===== src/rtl/tape_tx.sv =====
// rtl/tape_tx.sv - cassette square-wave transmitter (leader, sync, payload, trailer); TAPE_TX_CHECKSUM_EN adds an XOR checksum byte
module tape_tx #(
    parameter int HALF0          = 8,
    parameter int HALF1          = 16,
    parameter int SYNC_HALF      = 32,
    parameter int LEADER_CYCLES  = 256,
    parameter int TRAILER_CYCLES = 16,
    parameter int CW             = 12
) (
    input  logic       clock,
    input  logic       reset,
    input  logic       ce,
    input  logic       motor,
    input  logic       start,
    input  logic [7:0] byte_data,
    input  logic       byte_last,
    input  logic       byte_valid,
    output logic       byte_ready,
    output logic       ear,
    output logic       busy,
    output logic       done
);

    localparam logic [CW-1:0] H0_M1        = CW'(HALF0 - 1);
    localparam logic [CW-1:0] H1_M1        = CW'(HALF1 - 1);
    localparam logic [CW-1:0] SYNC_M1      = CW'(SYNC_HALF - 1);
    localparam logic [CW-1:0] LEADER_LAST  = CW'(LEADER_CYCLES - 1);
    localparam logic [CW-1:0] TRAILER_LAST = CW'(TRAILER_CYCLES - 1);
    localparam logic [CW-1:0] BIT_LAST     = CW'(7);

    typedef enum logic [2:0] {
        S_IDLE, S_LEADER, S_SYNC, S_FETCH, S_DATA, S_CSUM, S_TRAILER, S_END
    } state_t;

    state_t        state, state_n;
    logic [CW-1:0] tick_cnt, tick_n;
    logic [CW-1:0] cyc_cnt, cyc_n;
    logic [7:0]    shreg, shreg_n;
    logic          last_flag, last_n;
    logic          ear_r, ear_n;
    logic          ready_r, ready_n;
    logic [CW-1:0] half_m1;
    logic          tick, wave, half_end, cycle_end;
`ifdef TAPE_TX_CHECKSUM_EN
    logic [7:0]    csum, csum_n;
`endif

    assign tick = ce & motor;

    always_comb begin
        half_m1 = H0_M1;
        case (state)
            S_SYNC:         half_m1 = SYNC_M1;
            S_DATA, S_CSUM: half_m1 = shreg[7] ? H1_M1 : H0_M1;
            default:        half_m1 = H0_M1;
        endcase
    end

    assign wave      = (state == S_LEADER) || (state == S_SYNC) || (state == S_DATA) ||
                       (state == S_CSUM) || (state == S_TRAILER);
    assign half_end  = wave && tick && (tick_cnt == half_m1);
    // The low half closing is the cycle boundary; every state advance hangs off it.
    assign cycle_end = half_end && !ear_r;

    always_comb begin
        state_n = state;
        tick_n  = tick_cnt;
        cyc_n   = cyc_cnt;
        shreg_n = shreg;
        last_n  = last_flag;
        ear_n   = ear_r;
        ready_n = ready_r;
`ifdef TAPE_TX_CHECKSUM_EN
        csum_n  = csum;
`endif
        if (wave && tick) begin
            tick_n = half_end ? '0 : tick_cnt + 1'b1;
        end
        if (half_end && ear_r) begin
            ear_n = 1'b0;
        end

        case (state)
            S_IDLE: begin
                if (start) begin
                    state_n = S_LEADER;
                    ear_n   = 1'b1;
                    tick_n  = '0;
                    cyc_n   = '0;
`ifdef TAPE_TX_CHECKSUM_EN
                    csum_n  = 8'h00;
`endif
                end
            end
            S_LEADER: begin
                if (cycle_end) begin
                    ear_n = 1'b1;
                    if (cyc_cnt == LEADER_LAST) begin
                        state_n = S_SYNC;
                        cyc_n   = '0;
                    end else begin
                        cyc_n = cyc_cnt + 1'b1;
                    end
                end
            end
            S_SYNC: begin
                if (cycle_end) begin
                    state_n = S_FETCH;
                    ready_n = 1'b1;
                end
            end
            S_FETCH: begin
                if (byte_valid && ready_r) begin
                    state_n = S_DATA;
                    shreg_n = byte_data;
                    last_n  = byte_last;
                    ready_n = 1'b0;
                    ear_n   = 1'b1;
                    tick_n  = '0;
                    cyc_n   = '0;
`ifdef TAPE_TX_CHECKSUM_EN
                    csum_n  = csum ^ byte_data;
`endif
                end
            end
            S_DATA: begin
                if (cycle_end) begin
                    shreg_n = {shreg[6:0], 1'b0};
                    if (cyc_cnt == BIT_LAST) begin
                        cyc_n = '0;
                        if (last_flag) begin
                            ear_n = 1'b1;
`ifdef TAPE_TX_CHECKSUM_EN
                            state_n = S_CSUM;
                            shreg_n = csum;
`else
                            state_n = S_TRAILER;
`endif
                        end else begin
                            state_n = S_FETCH;
                            ready_n = 1'b1;
                        end
                    end else begin
                        cyc_n = cyc_cnt + 1'b1;
                        ear_n = 1'b1;
                    end
                end
            end
`ifdef TAPE_TX_CHECKSUM_EN
            S_CSUM: begin
                if (cycle_end) begin
                    shreg_n = {shreg[6:0], 1'b0};
                    ear_n   = 1'b1;
                    if (cyc_cnt == BIT_LAST) begin
                        state_n = S_TRAILER;
                        cyc_n   = '0;
                    end else begin
                        cyc_n = cyc_cnt + 1'b1;
                    end
                end
            end
`endif
            S_TRAILER: begin
                if (cycle_end) begin
                    if (cyc_cnt == TRAILER_LAST) begin
                        state_n = S_END;
                        cyc_n   = '0;
                    end else begin
                        cyc_n = cyc_cnt + 1'b1;
                        ear_n = 1'b1;
                    end
                end
            end
            S_END:   state_n = S_IDLE;
            default: state_n = S_IDLE;
        endcase
    end

    always_ff @(posedge clock) begin
        if (reset) begin
            state     <= S_IDLE;
            tick_cnt  <= '0;
            cyc_cnt   <= '0;
            shreg     <= 8'h00;
            last_flag <= 1'b0;
            ear_r     <= 1'b0;
            ready_r   <= 1'b0;
`ifdef TAPE_TX_CHECKSUM_EN
            csum      <= 8'h00;
`endif
        end else begin
            state     <= state_n;
            tick_cnt  <= tick_n;
            cyc_cnt   <= cyc_n;
            shreg     <= shreg_n;
            last_flag <= last_n;
            ear_r     <= ear_n;
            ready_r   <= ready_n;
`ifdef TAPE_TX_CHECKSUM_EN
            csum      <= csum_n;
`endif
        end
    end

    assign ear        = ear_r;
    assign byte_ready = ready_r;
    assign busy       = (state != S_IDLE);
    assign done       = (state == S_END);

endmodule


===== config.mk =====
export PLATFORM = sky130hd
export DESIGN_NAME = tape_tx
export DESIGN_NICKNAME = d
export VERILOG_FILES = /design/src/rtl/tape_tx.sv
export SDC_FILE = /design/constraint.sdc
export NUM_CORES = 1
export LEC_CHECK = 0
export CORE_UTILIZATION = 57
export CTS_CLUSTER_DIAMETER = 120
export DETAILED_ROUTE_END_ITERATION = 6
export GPL_TIMING_DRIVEN = 0
export PLACE_DENSITY = 0.79
export SLEW_MARGIN = 15
export SYNTH_ARGS = -nofsm -noshare
export SYNTH_HDL_FRONTEND = slang
export SYNTH_SLANG_ARGS = --single-unit

===== constraint.sdc =====
create_clock -name clock -period 2.5 [get_ports clock]
set_input_delay 0.25 -clock clock [delete_from_list [all_inputs] [get_ports clock]]
set_output_delay 0.25 -clock clock [all_outputs]
set_load 0.02 [all_outputs]

==> results of run 1 <==
[worst max-delay path: cells and delay by family (launching register included)]
kind | cells | cell delay [ns]
DFF | 1 | 0.33
buffers and inverters | 3 | 1.19
and+or+nand+nor | 1 | 0.23
[final timing paths]
check | from | to | slack, ns | cells after the start
setup / recovery | state[0] | done | 0.21 | 4
setup reg to reg | state[0] | cyc_cnt[0] | 0.27 | 7
hold reg to reg | tick_cnt[1] | tick_cnt[1] | 0.48 | 2
hold / removal | tick_cnt[1] | tick_cnt[1] | 0.48 | 2
[where the power goes]
| part | switching (mW) | internal [mW] |
|---|---|---|
| clock | 0.221 | 0.222 |
| sequential | 0.00495 | 0.611 |
| combinational | 0.0887 | 0.0602 |
| total | 0.314 | 0.893 |
[final cells by class]
class / count / share of cell area, %
Inverter: 5 / 0.7630
Sequential cell: 38 / 30.93
Clock buffer: 6 / 3.357
Clock inverter: 2 / 0.5086
Timing Repair Buffer: 18 / 7.325
Tap cell: 46 / 2.340
Buffer: 15 / 2.798
Multi-Input combinational cell: 211 / 51.98
[layout by cell type (no fill, tap or decap), types with 8 or more instances in the layout]
master            n
nand2_1          27
nor2_1           30
clkdlybuf4s50_1  18
nor3_1           10
xor2_1            8
o21ai_0          14
nand3_1          12
dfxtp_1          38
a21oi_1          22
[routing by layer]
metal	share of wire [%]	global-route usage (%)	up-vias
li1	-	-	1029
met1	49	35.06	898
met2	42	42.66	72
met3	7.6	6.387	8
met4	1.7	10.17	0
met5	0	0	-
[registers in the layout, summed over array words and instances, names as in the netlist]
name / count
cyc_cnt: 12
ear: 1
tick_cnt: 12
state: 3
shreg: 8
last_flag: 1
byte_ready: 1
[kinds of logic (layout without fill, tap and decap cells)]
family          Yosys count  count (layout)  share of synthesized area, %
flops                    38              38                         36.06
simple gates            125             125                         30.84
buf+inv                  20              46                         3.915
compound gates           65              65                         19.69
xor+xnor                 12              12                         4.982
mux                       7               7                         3.322
fa+ha+maj                 2               2                         1.186
[metrics by stage]
step / hold WS [ns] / util (%) / instance area [um^2] / setup WS, ns / TNS [ns]
6_report: 0.4822 / 71.46 / 2460 / 0.2115 / 0
5_1_grt: 0.5161 / 71.46 / 2460 / -0.001723 / -0.001723
4_1_cts: 0.4842 / 70.96 / 2442 / 0.02349 / 0
3_5_place_dp: 0.4743 / 68.19 / 2347 / 0.01606 / 0
3_3_place_gp: 0.4620 / 68.19 / 2347 / 0.04399 / 0
2_1_floorplan: 0.3860 / - / 2110 / 0.3925 / 0
==> summary.md, run 1 <==
| Metric | Value |
|---|---|
| Status | `finished, final reports clean` |
| Hpwl dp | `3303 um` |
| Post-synth EDFFs | `0` |
| Sinks on Clock Net | `38` |
| Initial Util | `61.29%` |
| Syn_area_per_cell | `7.842 um^2` |
| Via count | `2,007` |
| Max cap viols | `0` |
| Fin crit period | `2.289 ns` |
| CP max stage cell | `clkdlybuf4s50_1` |
| Post_cts resized | `0` |
| Final setup viols | `0` |
| Crit-path max FO | `10` |
| Number of instances in the placed design | `333` |
| Power Dens Cells | `490.7 nW/um^2` |
| Top post-synthesis cells by area | `dfxtp_1 (36%), nor2_1 (5.7%), a21oi_1 (5.2%)` |
| Remaining DRCs | `0` |
| Setup Crit Path Kind | `reg2out` |
| CP Capture Type | `primary output` |
| Fill cells | `296` |
| # rows | `21` |
| Max incr delay on CP | `0.60 ns` |
| Netlist cell types | `46` |
| Yosys warns | `0` |
| Storage element area | `760.7 um^2` |
| WL final | `4633 um` |
| Routability cong. | `0.8772` |
| Max Slew Vio Count | `0` |
| Antenna violations before repair | `0` |
| Critical path launch point type | `flop` |
| Core ar. | `3442 um^2` |
| Rel. slew slack | `51.99%` |
| Later-pin clock latency in the skew report | `0.30 ns` |
| CTS Hold Bufs | `0` |
| Initial DRC count | `188` |
| PortBufs | `18` |
| Final hold vios | `0` |
| Yosys reg bits | `38` |
| Final nets | `311` |
| Num CTS Buffers | `5` |
| Area Overhead vs Synth | `16.61%` |
| H-tree depth | `2` |
| Most common cell in the netlist | `dfxtp_1` |
| Post-synthesis async set-or-reset flop share | `0%` |
| Ant diodes | `0` |
| Post-CTS setup buffer count | `0` |
| Pleak | `0.8751 nW` |
| Post-synth top flop | `dfxtp_1` |
| Worst Skew | `0.006589 ns` |
| Total power | `1.207 mW` |
| Sequential-to-total area share from yosys stat | `36.06%` |
| Drt first pass iters | `5` |
| Post-synth top cells | `dfxtp_1 (38), nor2_1 (32), nand2_1 (27), a21oi_1 (22), o21ai_0 (14)` |
| CP required | `2.25 ns` |
| Maximum vdd drop | `0.0004353 V` |
| WL/cell | `13.59 um` |
| Antenna viol nets, final | `0` |
| Synth area leader | `dfxtp_1` |
| Largest net degree at the start of global routing | `13` |
| Mapped Cells | `269` |
| Worst-path cell chain | `buf_2, buf_1, and3_1, clkdlybuf4s50_1` |
| IO Count | `19` |
| GRT Total Usage | `26.87%` |
| Vert. Die Dim | `62.84 um` |
| Final instance count without filler cells | `341` |
| Clock buffer depth | `2` |
| Die Width | `62.84 um` |
| Clock slew at reported path FFs | `0.07 ns` |
| Post-Synthesis Cell Area | `2110 um^2` |
| WP data arrival | `2.04 ns` |
| Top-area cell type share of the netlist area | `36.06%` |
| Final Cycle Share | `91.54%` |
| Min-Delay Path Class | `reg2reg` |
| Vias in the first global route | `1,852` |
| Fraction of layout cells with a size suffix above 1 | `8.814%` |
| Multi-input logic area | `1279 um^2` |
| Full die area | `3948 um^2` |
| Vias per cell | `5.886` |
| First-pass GRT wire length | `8404 um` |
| Net Count, Synth | `286` |
| CTS tree | `yes` |
| CTS root buffer | `clkbuf_8` |
| Global route overflow | `0` |
| Fmax achieved | `437.0 MHz` |
| Worst-Margin Slew | `0.7135 ns` |
Note: power is estimated with default switching activity, not from simulation.
==> run 2, diff against run 1 <==
ABC_AREA = 1   (was not set)
CORE_UTILIZATION = 58   (was 57)
PLACE_DENSITY = 0.8   (was 0.79)
==> summary.md, run 2 <==
| Metric | Value |
|---|---|
| Status | `finished, final reports clean` |
| Max incr delay on CP | `0.38 ns (-0.22 ns)` |
| Post-synth EDFFs | `0 (unchanged)` |
| DR top layer | `met4` |
| Final hold vios | `0 (unchanged)` |
| Sequential-to-total area share from yosys stat | `32.39% (-3.7 points)` |
| First-pass GRT wire length | `9804 um (+17%)` |
| Final Cycle Share | `82.72% (-8.8 points)` |
| Worst Skew | `0.007830 ns (+0.001241 ns)` |
| Area post-placement | `2589 um^2 (+10%)` |
| Hold Crit Endpoint | `shreg[6]` |
| CTS tree | `yes` |
| Post_cts resized | `0 (unchanged)` |
| Top post-synthesis cells by area | `dfxtp_1 (32%), nand2_1 (18%), nor2_1 (9.4%)` |
| Met1 wire length | `2630 um (+17%)` |
| Vias per cell | `5.289 (-10%)` |
| Mapped Cells | `386 (+43%)` |
| Critical path launch point type | `flop` |
| Fin area | `2731 um^2 (+11%)` |
| CTS Hold Bufs | `0 (unchanged)` |
| Post-synthesis async set-or-reset flop share | `0% (unchanged)` |
| Vert. Die Dim | `65.63 um (+4.4%)` |
| Clock buffer depth | `2 (unchanged)` |
| Hold depth | `2 (unchanged)` |
| Most frequent cells in the layout | `nand2_1 (111), nor2_1 (59), nand3_1 (43), inv_1 (38), dfxtp_1 (38)` |
| Min-Delay Path Class | `reg2reg` |
| Fill cells | `336 (+14%)` |
| IO Count | `19 (unchanged)` |
| GRT Total Usage | `29.32% (+2.4 points)` |
| Yosys reg bits | `38 (unchanged)` |
| CP required | `2.69 ns (+0.44 ns)` |
| Origin of the critical flop-to-flop path | `cyc_cnt[0]` |
| Largest registers | `cyc_cnt x12, tick_cnt x12, shreg x8` |
| Drt first pass iters | `5 (unchanged)` |
| Post-Synthesis Cell Area | `2349 um^2 (+11%)` |
| Syn_area_per_cell | `6.084 um^2 (-22%)` |
| Top-area cell type share of the netlist area | `32.39% (-3.7 points)` |
| WL/cell | `11.94 um (-12%)` |
| Full die area | `4307 um^2 (+9.1%)` |
| Net Count, Synth | `403 (+41%)` |
| Max Slew Vio Count | `0 (unchanged)` |
| Antenna viol nets, final | `0 (unchanged)` |
| Buffers & Inverters on Critical Path | `1 (-2)` |
| Post-synth top flop | `dfxtp_1` |
| Area Overhead vs Synth | `16.30%` |
| Worst Slack Setup Final | `0.4320 ns (+0.2205 ns)` |
| Clock slew at reported path FFs | `0.08 ns (about the same)` |
| CP Depth | `10 (+6)` |
| PortBufs | `18 (unchanged)` |
| Antenna violations before repair | `0 (unchanged)` |
| Most common cell in the netlist | `nand2_1` |
| Fmax achieved | `483.6 MHz (+11%)` |
| CP max stage cell | `dfxtp_1` |
| Later-pin clock latency in the skew report | `0.30 ns (about the same)` |
| Largest net degree at the start of global routing | `13 (unchanged)` |
| Worst-Margin Slew | `0.5039 ns (-0.2096 ns)` |
| Rel. slew slack | `66.41% (+14 points)` |
| Ant diodes | `0 (unchanged)` |
| Remaining DRCs | `0 (unchanged)` |
| Unrepaired setup endpoints after global routing | `no` |
| Yosys warns | `0 (unchanged)` |
| Cell family with most CP delay | `simple AND/OR/NAND/NOR gates` |
| HP Start | `shreg[6]` |
| Via count | `2,433 (+21%)` |
| Initial Util | `62.28% (+0.99 points)` |
| Power Dens Cells | `892.7 nW/um^2 (+82%)` |
| Final setup TNS | `0 ns (unchanged)` |
| Final setup viols | `0 (unchanged)` |
| Fraction of layout cells with a size suffix above 1 | `7.039% (-1.8 points)` |
| Netlist cell types | `28 (-39%)` |
| Sinks on Clock Net | `38 (unchanged)` |
| Die Width | `65.63 um (+4.4%)` |
| Final nets | `428 (+38%)` |
| Worst-path cell chain | `ha_1, nand3_1, inv_1, nand2_1, nor2_1, o211ai_1, nor2_1, nand3_2, nor2_1, nor2_1` |
| R2r setup slk | `0.43 ns (+0.16 ns)` |
| Most common cell after layout, fill and taps aside | `nand2_1` |
| WL final | `5492 um (+19%)` |
| Hold Slack | `0.4646 ns (-0.01754 ns)` |
| Initial DRC count | `144 (-23%)` |
| Fin crit period | `2.068 ns (-0.2205 ns)` |
| WL met3 | `281 um (-21%)` |
| Vias in the first global route | `2,277 (+23%)` |
| Hpwl dp | `4066 um (+23%)` |
| Global route overflow | `0 (unchanged)` |
| Post-synth top cells | `nand2_1 (111), nor2_1 (59), nand3_1 (43), dfxtp_1 (38), inv_1 (38)` |
| Crit-path max FO | `6 (-4)` |
| Post-CTS setup buffer count | `0 (unchanged)` |
| Routability cong. | `0.8830 (+0.66%)` |
| Setup WS pre-CTS | `0.4386 ns (+0.4225 ns)` |
| Maximum vdd drop | `0.0005191 V (+19%)` |
| Worst reg-to-reg path cell count | `10 (+3)` |
| WP data arrival | `2.26 ns (+0.22 ns)` |
| CTS root buffer | `clkbuf_8` |
| Met2 Routed Length | `2514 um (+30%)` |
| Core ar. | `3771 um^2 (+9.6%)` |
| Pleak | `1.158 nW (+32%)` |
| Reg2reg end | `state[2]` |
| Max cap viols | `0 (unchanged)` |
| H-tree depth | `2 (unchanged)` |
| CP most frequent cell | `nor2_1` |
| # rows | `22 (+4.8%)` |
| Setup Crit Path Kind | `reg2reg` |
| CP Capture Type | `flop` |
| Num CTS Buffers | `5 (unchanged)` |
| Synth area leader | `dfxtp_1` |
==> run 2: cell types whose count changed after synthesis, sizes merged, moves of 4 or more <==
cell,delta
nand2,+87
inv,+38
nand3,+34
nor2,+33
a211oi,-7
mux2i,-7
buf,-6
nor4,-6
or3,-6
a21oi,+5
nand2b,-4
==> run 2: worst max-delay path by stage <==
stage	start	to	slack [ns]
final	cyc_cnt[0]	state[2]	0.43
after global routing	cyc_cnt[0]	state[1]	0.29
after CTS	cyc_cnt[0]	state[0]	0.47
after detailed placement	ce	shreg[7]	0.44
after global placement	ce	shreg[0]	0.44
after floorplan	tick_cnt[0]	cyc_cnt[9]	0.82
==> run 2: kinds of logic after synthesis <==
family | synth area share [%]
adders and majority gates | 1.065
buffers and inverters | 8.950
and+or+nand+nor | 44.70
AOI/OAI and AO/OA | 10.28
DFF | 32.39
xor gates and xnor gates | 2.611
==> run 2: metal layers <==
layer | vias up | GRT usage, %
li1 | 1290 | -
met1 | 1062 | 36.42
met2 | 74 | 49.49
met3 | 7 | 7.292
met4 | 0 | 8.424
met5 | - | 0
==> run 2: final cells by class <==
class                      count  area, um^2  area share, %
multi-input combinational    297        1378          50.44
sequential                    38       760.7          27.85
timing repair buffer          18       180.2          6.596
inverter                      43       163.9          6.001
clock buffer                   6       82.58          3.023
clock inverter                 2       60.06          2.199
tap                           48       60.06          2.199
buffer                         8       46.29          1.695
==> run 2: worst register-to-register path: cells and delay by family, from the launching register on <==
kind                     cells  cell delay [ns]
adder cells (fa/ha/maj)      1             0.31
flip-flops                   1             0.38
AND/OR/NAND/NOR              7             0.99
AO/OA/AOI/OAI                1             0.20
buffers and inverters        1             0.10
==> run 2: power by group <==
part	leakage [nW]	internal (mW)	total (mW)	switching, mW
Sequential	0.308	0.689	0.760	0.0710
Combinational	0.778	0.342	1.03	0.684
Clock	0.0714	0.426	0.653	0.228
==> run 2: through the flow <==
stage               utilization [%]  std cells  total power [mW]
detailed placement            68.65        452             1.784
finish                        72.43        460             2.438
CTS                           72.43        460             2.443
global route                  72.43        460             2.612
floorplan                         -        386             1.515
global placement              68.65        452             1.768
==> run 3, diff against run 2 <==
clock period = 2.1 ns   (was 2.5 ns; I/O delays follow)
==> summary.md, run 3 (synthesized netlist as in run 2, its figures left out) <==
| Metric | Value |
|---|---|
| Remaining DRCs | `0 (unchanged)` |
| Sinks on Clock Net | `38 (unchanged)` |
| Clock slew at reported path FFs | `0.08 ns (about the same)` |
| WL final | `5515 um (+0.42%)` |
| Post-CTS setup buffer count | `0 (unchanged)` |
| Largest registers | `cyc_cnt x12, tick_cnt x12, shreg x8` |
| Buffers & Inverters on Critical Path | `1 (unchanged)` |
| GRT Total Usage | `29.32% (unchanged)` |
| Setup Crit Path Kind | `reg2reg` |
| Final setup viols | `0 (unchanged)` |
| Storage element area | `762.0 um^2 (+0.16%)` |
| IO Count | `19 (unchanged)` |
| Final Cycle Share | `94.18% (+11 points)` |
| Vias per cell | `5.337 (+0.90%)` |
| Reg2reg end | `state[2]` |
| R2r setup slk | `0.12 ns (-0.31 ns)` |
| Antenna viol nets, final | `0 (unchanged)` |
| Ant diodes | `0 (unchanged)` |
| Hold Crit Endpoint | `shreg[6]` |
| Critical path launch point type | `flop` |
| Fin crit period | `1.978 ns (-0.09016 ns)` |
| Pleak | `1.156 nW (-0.17%)` |
| Fmax achieved | `505.6 MHz (+4.6%)` |
| Post_cts resized | `0 (unchanged)` |
| Final hold vios | `0 (unchanged)` |
| Fill cells | `337 (+0.30%)` |
| Area Overhead vs Synth | `17.00%` |
| Worst Skew | `0.006902 ns (-0.0009278 ns)` |
| Total power | `2.915 mW (+20%)` |
| Antenna violations before repair | `0 (unchanged)` |
| Origin of the critical flop-to-flop path | `cyc_cnt[0]` |
| Power Dens Cells | `1061 nW/um^2 (+19%)` |
| Hold depth | `2 (unchanged)` |
| # rows | `22 (unchanged)` |
| Rel. slew slack | `66.19% (-0.21 points)` |
| Worst reg-to-reg path cell count | `10 (unchanged)` |
| Routability cong. | `0.8830 (unchanged)` |
| Status | `finished, final reports clean` |
| Min-Delay Path Class | `reg2reg` |
| HP Start | `shreg[6]` |
| Most common cell after layout, fill and taps aside | `nand2_1` |
| Num CTS Buffers | `5 (unchanged)` |
| Core ar. | `3771 um^2 (unchanged)` |
| CP max stage cell | `dfxtp_1` |
| Cell family with most CP delay | `simple AND/OR/NAND/NOR gates` |
| Final nets | `428 (unchanged)` |
| PortBufs | `18 (unchanged)` |
| Fraction of layout cells with a size suffix above 1 | `7.767% (+0.73 points)` |
| CP Capture Type | `flop` |
| Vias in the first global route | `2,277 (unchanged)` |
| CTS tree | `yes` |
| Most frequent cells in the layout | `nand2_1 (110), nor2_1 (59), nand3_1 (43), inv_1 (38), dfxtp_1 (37)` |
| Number of instances in the placed design | `452 (unchanged)` |
| Full die area | `4307 um^2 (unchanged)` |
| Drt first pass iters | `5 (unchanged)` |
| Maximum vdd drop | `0.0006170 V (+19%)` |
| Initial Util | `62.28% (unchanged)` |
| CP required | `2.29 ns (-0.40 ns)` |
| First-pass GRT wire length | `9804 um (unchanged)` |
| Final instance count without filler cells | `460 (unchanged)` |
| Max incr delay on CP | `0.42 ns (+0.04 ns)` |
| Largest net degree at the start of global routing | `13 (unchanged)` |
| Later-pin clock latency in the skew report | `0.30 ns (about the same)` |
| Clock buffer depth | `2 (unchanged)` |
| Hpwl dp | `4066 um (unchanged)` |
| CP most frequent cell | `nor2_1` |
| Final core utilization | `72.86% (+0.43 points)` |
| Via count | `2,455 (+0.90%)` |
| Area post-placement | `2589 um^2 (unchanged)` |
| Final setup TNS | `0 ns (unchanged)` |
| Crit-path max FO | `6 (unchanged)` |
| Global route overflow | `0 (unchanged)` |
| Unrepaired setup endpoints after global routing | `no` |
| Max Slew Vio Count | `0 (unchanged)` |
| Vert. Die Dim | `65.63 um (unchanged)` |
| Worst-path cell chain | `ha_4, nand3_1, inv_1, nand2_1, nor2_1, o211ai_1, nor2_1, nand3_2, nor2_1, nor2_1` |
| CTS Hold Bufs | `0 (unchanged)` |
| Multi-input logic area | `1393 um^2 (+1.1%)` |
| Initial DRC count | `137 (-4.9%)` |
| Worst-Margin Slew | `0.5071 ns (+0.003207 ns)` |
| Die Width | `65.63 um (unchanged)` |
| H-tree depth | `2 (unchanged)` |
| Fin area | `2748 um^2 (+0.60%)` |
| Max cap viols | `0 (unchanged)` |
| CTS root buffer | `clkbuf_8` |
| WL/cell | `11.99 um (+0.42%)` |
| WP data arrival | `2.17 ns (-0.09 ns)` |
[run 3: cell counts in the layout (fill, tap and decap cells not counted)]
No cell type changed its count.
[run 3: area by class of cell]
cell class                      instances  share of cell area [%]
Sequential cell                        38                   27.73
Timing Repair Buffer                   18                   6.557
Tap cell                               48                   2.186
Multi-Input combinational cell        297                   50.68
Clock buffer                            6                   3.005
Inverter                               43                   5.965
Buffer                                  8                   1.685
Clock inverter                          2                   2.186
[run 3: worst max-delay path by stage]
stage / cells after the start / startpoint / end
6_report: 10 / cyc_cnt[0] / state[2]
5_1_grt: 11 / tick_cnt[1] / cyc_cnt[9]
4_1_cts: 11 / cyc_cnt[0] / state[0]
3_5_place_dp: 10 / ce / shreg[7]
3_3_place_gp: 10 / ce / shreg[0]
2_1_floorplan: 11 / tick_cnt[0] / cyc_cnt[9]
[run 3: tightest hold or removal path: stages, from the launching register on]
cell and delay, ns:
dfxtp_1 0.32, nand2_1 0.06, a21oi_1 0.05
[run 3: power breakdown]
part	internal [mW]	switching, mW	leakage (nW)	total (mW)
clock network	0.507	0.268	0.0714	0.775
registers	0.821	0.0908	0.309	0.911
logic	0.410	0.818	0.776	1.23
total	1.74	1.18	1.16	2.91
[run 3: per-stage QoR]
step                hold slack, ns  setup WS, ns
floorplan                   0.3449        0.4237
global placement            0.4485       0.07538
detailed placement          0.4527       0.07861
CTS                         0.4651       0.07448
global route                0.4889      0.003439
finish                      0.4637        0.1221
[run 3: per-layer routing]
metal	GRT usage [%]	vias to the layer above	part of all wire [%]
met5	0	-	0
met4	8.424	0	1.4
met3	7.292	10	4.7
met2	49.49	65	47
met1	36.42	1089	47
li1	-	1291	-
